--- src/rtl/pipeline_pkg.sv ---
// Shared constants and types for the pipeline output path.
// AF_MARGIN is derived from the pipeline depth so that every in-flight word still has a slot.
package pipeline_pkg;

    localparam int PIPE_DATA_WIDTH = 32;
    localparam int NUM_STAGES      = 4;
    localparam int PIPE_AF_MARGIN  = NUM_STAGES + 1;

    typedef logic [PIPE_DATA_WIDTH-1:0] stream_word_t;

    typedef enum logic [1:0] {
        OCC_EMPTY,
        OCC_PARTIAL,
        OCC_FULL
    } occ_state_t;

    function automatic logic [15:0] sat_inc16(input logic [15:0] value);
        return (value == 16'hFFFF) ? value : value + 16'd1;
    endfunction

endpackage

--- src/rtl/pipeline_result_fifo_if.sv ---
// Push stream in from the pipeline and valid/ready stream out to the consumer.
interface pipeline_result_fifo_if #(
    parameter int DATA_WIDTH = 32
);
    logic [DATA_WIDTH-1:0] in_data;
    logic                  in_valid;
    logic [DATA_WIDTH-1:0] out_data;
    logic                  out_valid;
    logic                  out_ready;

    modport master (
        output in_data, in_valid, out_ready,
        input  out_data, out_valid
    );

    modport slave (
        input  in_data, in_valid, out_ready,
        output out_data, out_valid
    );
endinterface

--- src/rtl/pipeline_fifo_mem.sv ---
// FIFO storage array: one synchronous write port and one asynchronous read port.
// The array has no reset because the pointers alone decide which entries are meaningful.
module pipeline_fifo_mem #(
    parameter  int DATA_WIDTH = 32,
    parameter  int DEPTH      = 16,
    localparam int AW         = $clog2(DEPTH)
) (
    input  logic                  clk,
    input  logic                  we,
    input  logic [AW-1:0]         waddr,
    input  logic [DATA_WIDTH-1:0] wdata,
    input  logic [AW-1:0]         raddr,
    output logic [DATA_WIDTH-1:0] rdata
);

    logic [DATA_WIDTH-1:0] mem [DEPTH];

    always_ff @(posedge clk) begin
        if (we) begin
            mem[waddr] <= wdata;
        end
    end

    assign rdata = mem[raddr];

endmodule

--- src/rtl/pipeline_result_fifo.sv ---
// Elastic output buffer behind the processing pipeline, with show-ahead read.
// almost_full throttles the pipeline enable; drop and sum statistics are exposed for status.
module pipeline_result_fifo
    import pipeline_pkg::*;
#(
    parameter  int DATA_WIDTH = PIPE_DATA_WIDTH,
    parameter  int DEPTH      = 16,
    parameter  int AF_MARGIN  = PIPE_AF_MARGIN,
    localparam int AW         = $clog2(DEPTH),
    localparam int CW         = $clog2(DEPTH) + 1
) (
    input  logic                  clk,
    input  logic                  reset_n,
    input  logic                  clear,
    pipeline_result_fifo_if.slave bus,
    output logic [CW-1:0]         count,
    output logic                  almost_full,
    output logic                  full,
    output logic                  overflow,
    output logic [15:0]           drop_count,
    output logic [DATA_WIDTH-1:0] out_sum
);

    logic [AW-1:0]         wr_ptr;
    logic [AW-1:0]         rd_ptr;
    logic                  out_valid_q;
    occ_state_t            state;
    logic                  pop;
    logic                  push;
    logic                  drop;
    logic                  mem_we;
    logic [CW-1:0]         count_next;
    logic [DATA_WIDTH-1:0] head_word;
    logic [DATA_WIDTH-1:0] out_data_c;

    // A full FIFO still accepts a push when the head leaves in the same cycle.
    always_comb begin
        pop  = out_valid_q && bus.out_ready;
        push = bus.in_valid && (!full || pop);
        drop = bus.in_valid && full && !pop;
        if (clear) begin
            count_next = '0;
        end else begin
            count_next = count + CW'(push) - CW'(pop);
        end
    end

    assign mem_we        = push && !clear;
    assign out_data_c    = out_valid_q ? head_word : '0;
    assign bus.out_data  = out_data_c;
    assign bus.out_valid = out_valid_q;

    pipeline_fifo_mem #(
        .DATA_WIDTH (DATA_WIDTH),
        .DEPTH      (DEPTH)
    ) u_mem (
        .clk   (clk),
        .we    (mem_we),
        .waddr (wr_ptr),
        .wdata (bus.in_data),
        .raddr (rd_ptr),
        .rdata (head_word)
    );

    always_ff @(posedge clk or negedge reset_n) begin
        if (!reset_n) begin
            wr_ptr      <= '0;
            rd_ptr      <= '0;
            count       <= '0;
            out_valid_q <= 1'b0;
            full        <= 1'b0;
            almost_full <= 1'b0;
            overflow    <= 1'b0;
            drop_count  <= '0;
            out_sum     <= '0;
            state       <= OCC_EMPTY;
        end else if (clear) begin
            wr_ptr      <= '0;
            rd_ptr      <= '0;
            count       <= '0;
            out_valid_q <= 1'b0;
            full        <= 1'b0;
            almost_full <= 1'b0;
            overflow    <= 1'b0;
            drop_count  <= '0;
            out_sum     <= '0;
            state       <= OCC_EMPTY;
        end else begin
            if (push) begin
                wr_ptr <= wr_ptr + AW'(1);
            end
            if (pop) begin
                rd_ptr  <= rd_ptr + AW'(1);
                out_sum <= out_sum + out_data_c;
            end
            if (drop) begin
                overflow   <= 1'b1;
                drop_count <= sat_inc16(drop_count);
            end
            // Flags come from the next occupancy so they line up with count.
            count       <= count_next;
            out_valid_q <= (count_next != '0);
            full        <= (count_next == CW'(DEPTH));
            almost_full <= (count_next >= CW'(DEPTH - AF_MARGIN));
            case (state)
                OCC_EMPTY: begin
                    if (push) state <= OCC_PARTIAL;
                end
                OCC_PARTIAL: begin
                    if (push && !pop && count == CW'(DEPTH - 1)) begin
                        state <= OCC_FULL;
                    end else if (pop && !push && count == CW'(1)) begin
                        state <= OCC_EMPTY;
                    end
                end
                OCC_FULL: begin
                    if (pop && !push) state <= OCC_PARTIAL;
                end
                default: state <= OCC_EMPTY;
            endcase
        end
    end

endmodule

--- src/flat_wrapper.sv ---
// flat-port wrapper written by rule: the top's interface ports become plain ports
module pipeline_result_fifo_flat import pipeline_pkg::*;
#(
    parameter  int DATA_WIDTH = PIPE_DATA_WIDTH,
    parameter  int DEPTH      = 16,
    parameter  int AF_MARGIN  = PIPE_AF_MARGIN,
    localparam int AW         = $clog2(DEPTH),
    localparam int CW         = $clog2(DEPTH) + 1
)
  (clk, reset_n, clear, count, almost_full, full, overflow, drop_count, out_sum, bus_in_data, bus_in_valid, bus_out_ready, bus_out_data, bus_out_valid);
  pipeline_result_fifo_if #(.DATA_WIDTH(DATA_WIDTH)) bus_i ();
  input  logic clk;
  input  logic reset_n;
  input  logic clear;
  output logic [CW-1:0] count;
  output logic almost_full;
  output logic full;
  output logic overflow;
  output logic [15:0] drop_count;
  output logic [DATA_WIDTH-1:0] out_sum;
  input wire logic [$bits(bus_i.in_data)-1:0] bus_in_data;
  input wire logic [$bits(bus_i.in_valid)-1:0] bus_in_valid;
  input wire logic [$bits(bus_i.out_ready)-1:0] bus_out_ready;
  output wire logic [$bits(bus_i.out_data)-1:0] bus_out_data;
  output wire logic [$bits(bus_i.out_valid)-1:0] bus_out_valid;
  assign bus_i.in_data = bus_in_data;
  assign bus_i.in_valid = bus_in_valid;
  assign bus_i.out_ready = bus_out_ready;
  assign bus_out_data = bus_i.out_data;
  assign bus_out_valid = bus_i.out_valid;
  pipeline_result_fifo #(.DATA_WIDTH(DATA_WIDTH), .DEPTH(DEPTH), .AF_MARGIN(AF_MARGIN)) u_core (.clk(clk), .reset_n(reset_n), .clear(clear), .bus(bus_i), .count(count), .almost_full(almost_full), .full(full), .overflow(overflow), .drop_count(drop_count), .out_sum(out_sum));
endmodule
--- config.mk ---
export PLATFORM = sky130hd
export DESIGN_NAME = pipeline_result_fifo_flat
export DESIGN_NICKNAME = d
export VERILOG_FILES = /design/src/rtl/pipeline_pkg.sv /design/src/rtl/pipeline_result_fifo_if.sv /design/src/rtl/pipeline_fifo_mem.sv /design/src/rtl/pipeline_result_fifo.sv /design/src/flat_wrapper.sv
export SDC_FILE = /design/constraint.sdc
export NUM_CORES = 1
export LEC_CHECK = 0
export BUFFER_PORTS_ARGS = -buffer_cell sky130_fd_sc_hd__clkbuf_2
export CELL_PAD_IN_SITES_DETAIL_PLACEMENT = 1
export CELL_PAD_IN_SITES_GLOBAL_PLACEMENT = 1
export CORE_ASPECT_RATIO = 2
export CORE_MARGIN = 5
export CORE_UTILIZATION = 35
export CTS_BUF_LIST = sky130_fd_sc_hd__clkbuf_4 sky130_fd_sc_hd__clkbuf_8
export DETAILED_ROUTE_END_ITERATION = 10
export PLACE_DENSITY_LB_ADDON = 0.05
export SYNTH_ARGS = -nofsm -noshare
export SYNTH_HDL_FRONTEND = slang
export SYNTH_SLANG_ARGS = --single-unit
--- constraint.sdc ---
create_clock -name clk -period 5.5 [get_ports clk]
set_input_delay 0.275 -clock clk [delete_from_list [all_inputs] [get_ports clk]]
set_output_delay 0.275 -clock clk [all_outputs]
set_load 0.005 [all_outputs]
Yosys cells after proc, flatten, opt, wreduce, memory -nomap -nowiden
Memory sizes are Yosys's and may differ from the RTL's.
Cells that the tools add are included.
Storage, ports and cells
  output and inout port bits: 89
  bits of input ports: 37
  word-level logic and storage cells: 53
  memories kept: 1
  RAM bits: 512
  bits in registers: 65
Memory list
  u_core.u_mem.mem: depth 16, width 32, read ports 1, clocked after memory_dff 0, wr ports 1, RTL line pipeline_fifo_mem.sv:16  | logic [DATA_WIDTH-1:0] mem [DEPTH];
Cells by class
  add/sub/neg operators: 6
  multiplexer cells: 19
  magnitude comparators: 1
  reductions and logical operators: 14
  equal/unequal tests: 3
Operators with widths (number)
  $mux W32: 3
  $mux W16: 3
  $add A32 B32 Y32: 1
  $add A16 B1 Y16 const B: 1
  $eq A16 B16 Y1 const B: 1
  $mux W4: 4
  $mux W5: 2
  $add A4 B1 Y4 const B: 2
  $mux W1: 7
  $reduce_bool A2 Y1: 3
  $add A5 B1 Y5: 1
  $eq A5 B5 Y1 const B: 1
  $ge A5 B4 Y1 const B: 1
  $logic_and A1 B1 Y1: 5
  $reduce_bool A5 Y1: 1
  $sub A5 B1 Y5: 1
  $logic_not A1 Y1: 3
  $ne A2 B2 Y1 const B: 1
  $reduce_and A2 Y1: 1
  $logic_or A1 B1 Y1: 1

Longest topological paths before layout
Gate-level depths: netlist of run 1.
  depth after elaboration: 8
  depth in mapped cells: 18
  mapped depth without buffers: 14

Hierarchy
A second synthesis of run 1 with hierarchy kept.
Unflattened totals
  cells, all modules: 1376
  area, all modules: 24106.9 um^2
Modules (own cells, without submodules)
  pipeline_fifo_mem: area an instance 19213.4 um^2, cells each 806, instances 1
  pipeline_result_fifo: area an instance 4893.4 um^2, cells each 570, instances 1

Worst setup path before layout of run 1
OpenSTA, ideal clock, no wires.
  kind: reg-to-reg
  start point: register u_core.rd_ptr[0]
  end point: register u_core.out_sum[31]
  cell stages (with the launch flop): 19
  path slack: 1007 ps
  period minus slack after synthesis: 4493 ps
  setup time: 127 ps
  arrival: 4366 ps
  cells stage by stage: dfrtp_1 -> buf_6 -> buf_6 -> buf_2 -> buf_2 -> mux4_2 -> mux4_2 -> and2_1 -> ha_1 -> buf_2 -> and4_1 -> o2111ai_1 -> a21oi_1 -> o21ai_1 -> a31oi_1 -> o2111ai_1 -> a211o_1 -> nand2_1 -> mux2_1
Between the ends
  longest elaborated chain between the ends: 5
Ends and longest elaborated chain
  from (decl): RTL line pipeline_result_fifo.sv:25  | logic [AW-1:0] rd_ptr;
  from (signal assigned): RTL line pipeline_result_fifo.sv:93  | rd_ptr <= rd_ptr + AW'(1);
  $mem_v2 Z16 W32
  $mux W32: RTL line pipeline_result_fifo.sv:49  | assign out_data_c = out_valid_q ? head_word : '0;
  net bus_out_data[10]: RTL line flat_wrapper.sv:24  | output wire logic [$bits(bus_i.out_data)-1:0] bus_out_data;
  $add A32 B32 Y32: RTL line pipeline_result_fifo.sv:94  | out_sum <= out_sum + out_data_c;
  $mux W32: RTL line pipeline_result_fifo.sv:92  | if (pop) begin
  $mux W32: RTL line pipeline_result_fifo.sv:77  | end else if (clear) begin
  to (signal assigned): RTL line pipeline_result_fifo.sv:94
  to (decl): RTL line pipeline_result_fifo.sv:21  | output logic [DATA_WIDTH-1:0] out_sum
The timed path passes the listed nets, and every way through them passes these cells. The select of a mux whose other input is x is not followed.
A chain may end at the register's enable or synchronous reset.

Final worst setup path of run 1
  start point: register u_core.rd_ptr[0]
  end point: register u_core.out_sum[31]
Between the ends
  longest elaborated chain between the ends: 5
Ends and longest elaborated chain (RTL line)
  $mem_v2 Z16 W32
  $mux W32: pipeline_result_fifo.sv:49
  $add A32 B32 Y32: pipeline_result_fifo.sv:94
  $mux W32: pipeline_result_fifo.sv:92
  $mux W32: pipeline_result_fifo.sv:77
No other way between the ends. The select of a mux whose other input is x is not followed.

==> results of run 1 <==
[final cells by class]
type | instances | area, um^2
antenna | 2 | 5.00
clock buffer | 112 | 1400
clock inverter | 44 | 313
fill | 6679 | 39800
inverter | 20 | 75.1
multi-input combinational | 633 | 6740
sequential | 577 | 17000
tap | 890 | 1110
timing repair buffer | 206 | 1400
[routing by layer]
| metal | vias to the layer above | GRT usage | share of wire | wire length, um |
|---|---|---|---|---|
| li1 | 5647 | - | - | - |
| met1 | 6888 | 0.213 | 0.39 | 26700 |
| met2 | 276 | 0.345 | 0.55 | 37600 |
| met3 | 64 | 0.0353 | 0.038 | 2560 |
| met4 | 2 | 0.0432 | 0.015 | 1040 |
| met5 | - | 0 | 0.00019 | 13 |
[cell families after synthesis]
family | after synthesis | synth area share
simple gates | 239 | 0.0485
fa+ha+maj | 44 | 0.0236
buf+inv | 83 | 0.0140
mux | 162 | 0.151
compound gates | 144 | 0.0368
xor+xnor | 44 | 0.0161
flops | 577 | 0.710
[flip-flops by register name, summed over array words and instances (netlist names)]
register and cells:
u_core.count 5, u_core.bus.out_valid 1, u_core.u_mem.mem 512, u_core.overflow 1
u_core.wr_ptr 4, u_core.out_sum 32, u_core.almost_full 1, u_core.full 1
u_core.rd_ptr 4, u_core.drop_count 16
[worst paths after layout]
check	slack [ps]	start	to	cells after the start
worst max-delay path	230	u_core.rd_ptr[0]	u_core.out_sum[31]	15
worst max register to register	230	u_core.rd_ptr[0]	u_core.out_sum[31]	15
max in group asynchronous	4390	reset_n	u_core.count[3]	3
worst min register to register	540	u_core.overflow	u_core.overflow	2
min in group asynchronous	290	reset_n	u_core.count[0]	3
worst min-delay path	220	bus_out_ready	u_core.out_sum[0]	5
[metrics by stage]
stage / cells / setup slack (ps) / area [um^2] / hold WS, ps
2_1_floorplan: 1293 / 1010 / 24000 / -20.6
3_3_place_gp: 2290 / 114 / 26000 / 142
3_5_place_dp: 2290 / 152 / 26000 / 147
4_1_cts: 2482 / 186 / 28100 / 141
5_1_grt: 2483 / 58.8 / 28100 / 204
6_report: 2484 / 233 / 28100 / 218
[worst max-delay path, stage by stage, from the launching register on]
cell	delay (ps)
dfrtp_4	700
buf_12	290
buf_12	230
mux4_2	540
mux4_2	580
and2_1	230
ha_1	450
a21oi_1	110
o21ai_0	400
a21oi_1	140
a31oi_1	370
buf_4	200
o2111ai_1	190
a211o_1	310
nand2_1	70
mux2_1	310
[what timing repair did]
item                                   in CTS  in global routing
setup buffers                               0                  0
endpoints found under the hold margin     584                  0
hold buffers                               36                  0
[synthesized netlist by cell type, types with 2 or more instances]
cell       number  share of area
a211oi_1        2        0.00063
a21boi_0        2        0.00063
a21boi_1        2        0.00063
a21o_1         19         0.0060
a21oi_1        65          0.014
a31oi_1         4         0.0010
a41oi_1         3         0.0011
and2_1         34         0.0089
and3_1          6         0.0016
and4_1          5         0.0018
buf_1           6        0.00094
buf_2           7         0.0015
buf_6           2        0.00094
clkbuf_1       48         0.0075
clkinv_1        2        0.00031
dfrtp_1        65          0.068
edfxtp_1      512           0.64
fa_1            2         0.0017
ha_1           42          0.022
inv_1          18         0.0028
mux4_2        160           0.15
nand2_1        76          0.012
nand2b_1        2        0.00052
nand3_1        22         0.0046
nand3b_1        2        0.00063
nand4_1        12         0.0031
nor2_1         56         0.0088
nor2b_1         4         0.0010
nor3_1          5         0.0010
o2111ai_1       2        0.00073
o211ai_1        5         0.0016
o21a_1          2        0.00063
o21ai_0        21         0.0044
o21ai_1         5         0.0010
o21bai_1        3        0.00094
or3_1           8         0.0021
xnor2_1        27         0.0099
xor2_1         17         0.0062
[cells in the final DEF, fill, tap and decap left out, types with 19 or more instances in the layout]
cell type	instances
ha_1	42
mux4_2	160
dlygate4sd3_1	36
xnor2_1	27
a21oi_1	65
nor2_1	40
o21ai_0	21
a21o_1	19
clkinv_1	23
dfrtp_1	61
clkbuf_2	124
buf_4	40
clkbuf_8	90
nand3_1	22
edfxtp_1	512
clkbuf_4	22
nand2_1	76
and2_1	34
[power breakdown]
group | internal, mW | total [mW] | leakage (nW) | switching (mW)
Clock | 1.86 | 3.55 | 0.902 | 1.69
Sequential | 4.92 | 5.08 | 5.49 | 0.154
Combinational | 1.25 | 2.74 | 3.15 | 1.49
==> run metrics, run 1 <==
Initial Util=0.353; worst min path class=input port to register; status=finished clean; Ys Warns=0; final setup fails=0; LEAKAGE=~9.5 nW; Max-cap violations=0; Hold Vio Cnt, Final=0; setup TNS=0 ps; Max H-tree Level=3; Tcrit/Tclk final=0.958; dpl hpwl=about 42000 um; gr ovfl total=0; chip width=roughly 190 um; Seq/Total Area, Yosys=0.710; clock sinks=just under 600; clock-pin slew on the worst setup and hold paths=about 70 ps; TritonCTS clock tree=done; PD cells=405 nW/um^2; Critical Path AT=just under 6000 ps; vias in the first global route=approximately 14k; Residual DRC=0; DRT antenna net count=0; IO Pins=126; WS Path Type=register to register; slew margin rel.=0.318; number of synthesized flops with an enable pin=approximately 510; total power=11.4 mW; min Tclk post-route=roughly 5300 ps; Post-Syn Area=between 20000 and 25000 um^2; post-synth net total=about 1.4k; WL final=around 68000 um; top_reg_cell synth=edfxtp_1; RSZ-0062 raised after global routing=false; IO Port Bufs=approximately 130; clock skew=around 38 ps; layout cells sized above 1=0.308; cts bufs inserted=86; vias=approximately 13k; Setup crit end kind=register; fmax=~190 MHz; Rows=roughly 140; Nets=approximately 1.6k; core area=around 68000 um^2; Synth async-reset ratio=0.113; Root Buffer Master=clkbuf_8; routability congestion estimate=between 0.7 and 0.8; die area=74100 um^2; Yosys reg bits=approximately 580; antenna violations before repair=5; Iter 0 DRT Violations=around 530; CTS Buffer Depth=3; Clock Latency Late Sink=710 ps; pin count of the biggest net entering global routing=60; wire length per cell=roughly 27 um; Tightest Pin Transition=just over 1000 ps; CP required=between 6000 and 7000 ps; Max IR drop VDD=just over 0.2 mV; first-pass GRT wire length=about 99000 um; Layout area overhead=17.1%; critical path peak fanout=24; Die H=around 380 um; Synth cell types=between 50 and 60; Post-Synthesis Cells=roughly 1.3k; Slew Viols, Final=0; total track usage=0.183; Mapped Avg Cell Area=18.5 um^2; first drt pass iteration count=5; post-CTS sizing=0; crit path launch type=register; via/cell ratio=5.18; Util after Layout=0.413
Power figures use the tool's default switching activity.
==> inputs of run 2 (changes only) <==
- GPL_TIMING_DRIVEN: default -> 0
==> run metrics, run 2 (synthesized netlist as in run 1, its figures left out) <==
Iter 0 DRT Violations=595 (was 528); Internal=8.09 mW (was 8.03 mW); IO Pins=126 (unchanged); CTS Buffer Depth=3 (unchanged); chip width=195 um (unchanged); Tcrit/Tclk final=0.963 (was 0.958); core area=67900 um^2 (unchanged); RSZ-0062 raised after global routing=false (unchanged); Util after Layout=0.418 (was 0.413); commonest cells after routing, fill and taps aside=edfxtp_1 (512), mux4_2 (160), clkbuf_2 (141) (was edfxtp_1 (512), mux4_2 (160), clkbuf_2 (124)); Root Buffer Master=clkbuf_8 (unchanged); Setup crit end kind=register (unchanged); Hold Vio Cnt, Final=0 (unchanged); Placed Cells incl. Taps=2325 (was 2290); status=finished clean (unchanged); TritonCTS clock tree=done (unchanged); most common cell after layout, fill and taps aside=edfxtp_1 (unchanged); Tightest Pin Transition=1010 ps (was 1020 ps); LEAKAGE=9.65 nW (was 9.54 nW); Clk pwr share=0.316 (was 0.312); first-pass GRT wire length=103000 um (was 99400 um); WS Path Type=register to register (unchanged); Die H=380 um (unchanged); Max-cap violations=0 (unchanged); fraction of power spent switching nets=0.301 (was 0.293); first drt pass iteration count=5 (unchanged); Max H-tree Level=3 (unchanged); worst hold slack=132 ps (was 218 ps); worst min path class=input port to async pin (was input port to register); Biggest register=u_core.u_mem.mem (unchanged); layout cells sized above 1=0.304 (was 0.308); final setup fails=0 (unchanged); Layout area overhead=18.5% (was 17.1%); gr ovfl total=0 (unchanged); critical path peak fanout=10 (was 24); wire length per cell=28.0 um (was 27.3 um); PD cells=408 nW/um^2 (was 405 nW/um^2); Clock Latency Late Sink=710 ps (about the same); crit path launch type=register (unchanged); Residual DRC=0 (unchanged); Slew Viols, Final=0 (unchanged); routability congestion estimate=0.833 (was 0.791); CP required=6100 ps (about the same); min Tclk post-route=5300 ps (was 5270 ps); Largest regs=u_core.u_mem.mem (512), u_core.out_sum (32), u_core.drop_count (16) (unchanged); clock-pin slew on the worst setup and hold paths=70 ps (about the same); total track usage=0.190 (was 0.183); vias in the first global route=14.9k (was 14.4k); via/cell ratio=5.21 (was 5.18); cts bufs inserted=86 (unchanged); clock skew=39.0 ps (was 38.5 ps); Initial Util=0.353 (unchanged); vias=13.1k (was 12.9k); die area=74100 um^2 (unchanged); Nets=1640 (was 1605); DRT antenna net count=0 (unchanged); slew margin rel.=0.327 (was 0.318); IO Port Bufs=125 (unchanged); WL final=70700 um (was 67900 um); Reg2Reg Setup Slack=200 ps (was 230 ps); Critical Path AT=5900 ps (was 5870 ps); layout filler cell count=6684 (was 6679); clock sinks=577 (unchanged); sequential share of power=0.435 (was 0.447); Max IR drop VDD=0.204 mV (was 0.201 mV); max reg flops=512 (unchanged); Non-Filler Instances=2524 (was 2484); antenna violations before repair=8 (was 5); Rows=135 (unchanged); switching pwr=3.49 mW (was 3.33 mW); pin count of the biggest net entering global routing=52 (was 60); Combinational Power Share=0.249 (was 0.241); dpl hpwl=48100 um (was 42200 um); fmax=189 MHz (was 190 MHz)
-- run 2: cell count changes in the layout (fill, tap and decap cells not counted), sizes merged --
cell	delta
diode	+2
bufinv	+1
inv	+1
buf	-13
clkinv	-3
clkinvlp	-2
clkbuf	+54
-- run 2: final timing paths --
path                                 endpoint             start  cells past startpoint
min in group clk           u_core.out_sum[28]     bus_out_ready                      4
hold reg to reg               u_core.overflow   u_core.overflow                      2
max in group asynchronous         u_core.full           reset_n                      3
hold / removal                u_core.count[0]           reset_n                      3
setup reg to reg           u_core.out_sum[24]  u_core.rd_ptr[1]                     18
setup / recovery           u_core.out_sum[24]  u_core.rd_ptr[1]                     18
-- run 2: timing repair --
item | 4_1_cts | 5_1_grt
resized for setup | 41 | 5
setup endpoints to repair | 24 | 4
pin swaps | 1 | 0
hold endpoints to repair | 562 | 0
buffers inserted | 1 | 0
hold buffers | 36 | 0
-- run 2: metrics by stage --
step | power, mW | setup WS, ps | instance area [um^2] | TNS, ps
floorplan | 6.92 | 1010 | 24000 | 0
global placement | 7.97 | -1180 | 25700 | -231350
detailed placement | 8.03 | -1230 | 26200 | -14590
CTS | 11.8 | 38.5 | 28400 | 0
global route | 12.2 | 6.46 | 28400 | 0
finish | 11.6 | 203 | 28400 | 0
-- run 2: cell type report --
class,instances,area (um^2),share of cell area
Timing Repair Buffer,179,1340,0.0473
Clock buffer,118,1440,0.0508
Tap cell,890,1110,0.0392
Buffer,62,324,0.0114
Sequential cell,577,17000,0.599
Antenna cell,4,10.0,0.000353
Inverter,20,75.1,0.00264
Clock inverter,41,310,0.0109
Multi-Input combinational cell,633,6780,0.239
-- run 2: worst max-delay path, stage by stage (launching register included) --
cell	delay, ps
dfrtp_1	470
clkbuf_4	310
clkbuf_4	300
clkbuf_4	330
mux4_2	340
mux4_2	540
and2_1	200
ha_1	280
fa_1	440
a21oi_1	260
o21ai_1	240
a21oi_2	310
o21ba_2	180
o21ai_0	200
o211ai_1	220
buf_4	150
and3_1	140
o21ai_0	70
a21oi_1	180
-- run 2: layer usage --
metal  up-vias  track usage  wire, um
li1       5737            -         -
met5         -            0         0
met1      6993        0.206     25800
met4         0       0.0565      1800
met2       318        0.371     40200
met3        97       0.0355      2890
-- run 2: power groups by stage --
stage	Combinational [mW]	Sequential [mW]	Clock [mW]
after floorplan	1.81	5.10	0
after global placement	2.83	5.13	0
after detailed placement	2.89	5.13	0
after CTS	2.95	5.04	3.78
after global routing	3.17	5.06	3.96
final	2.88	5.04	3.66
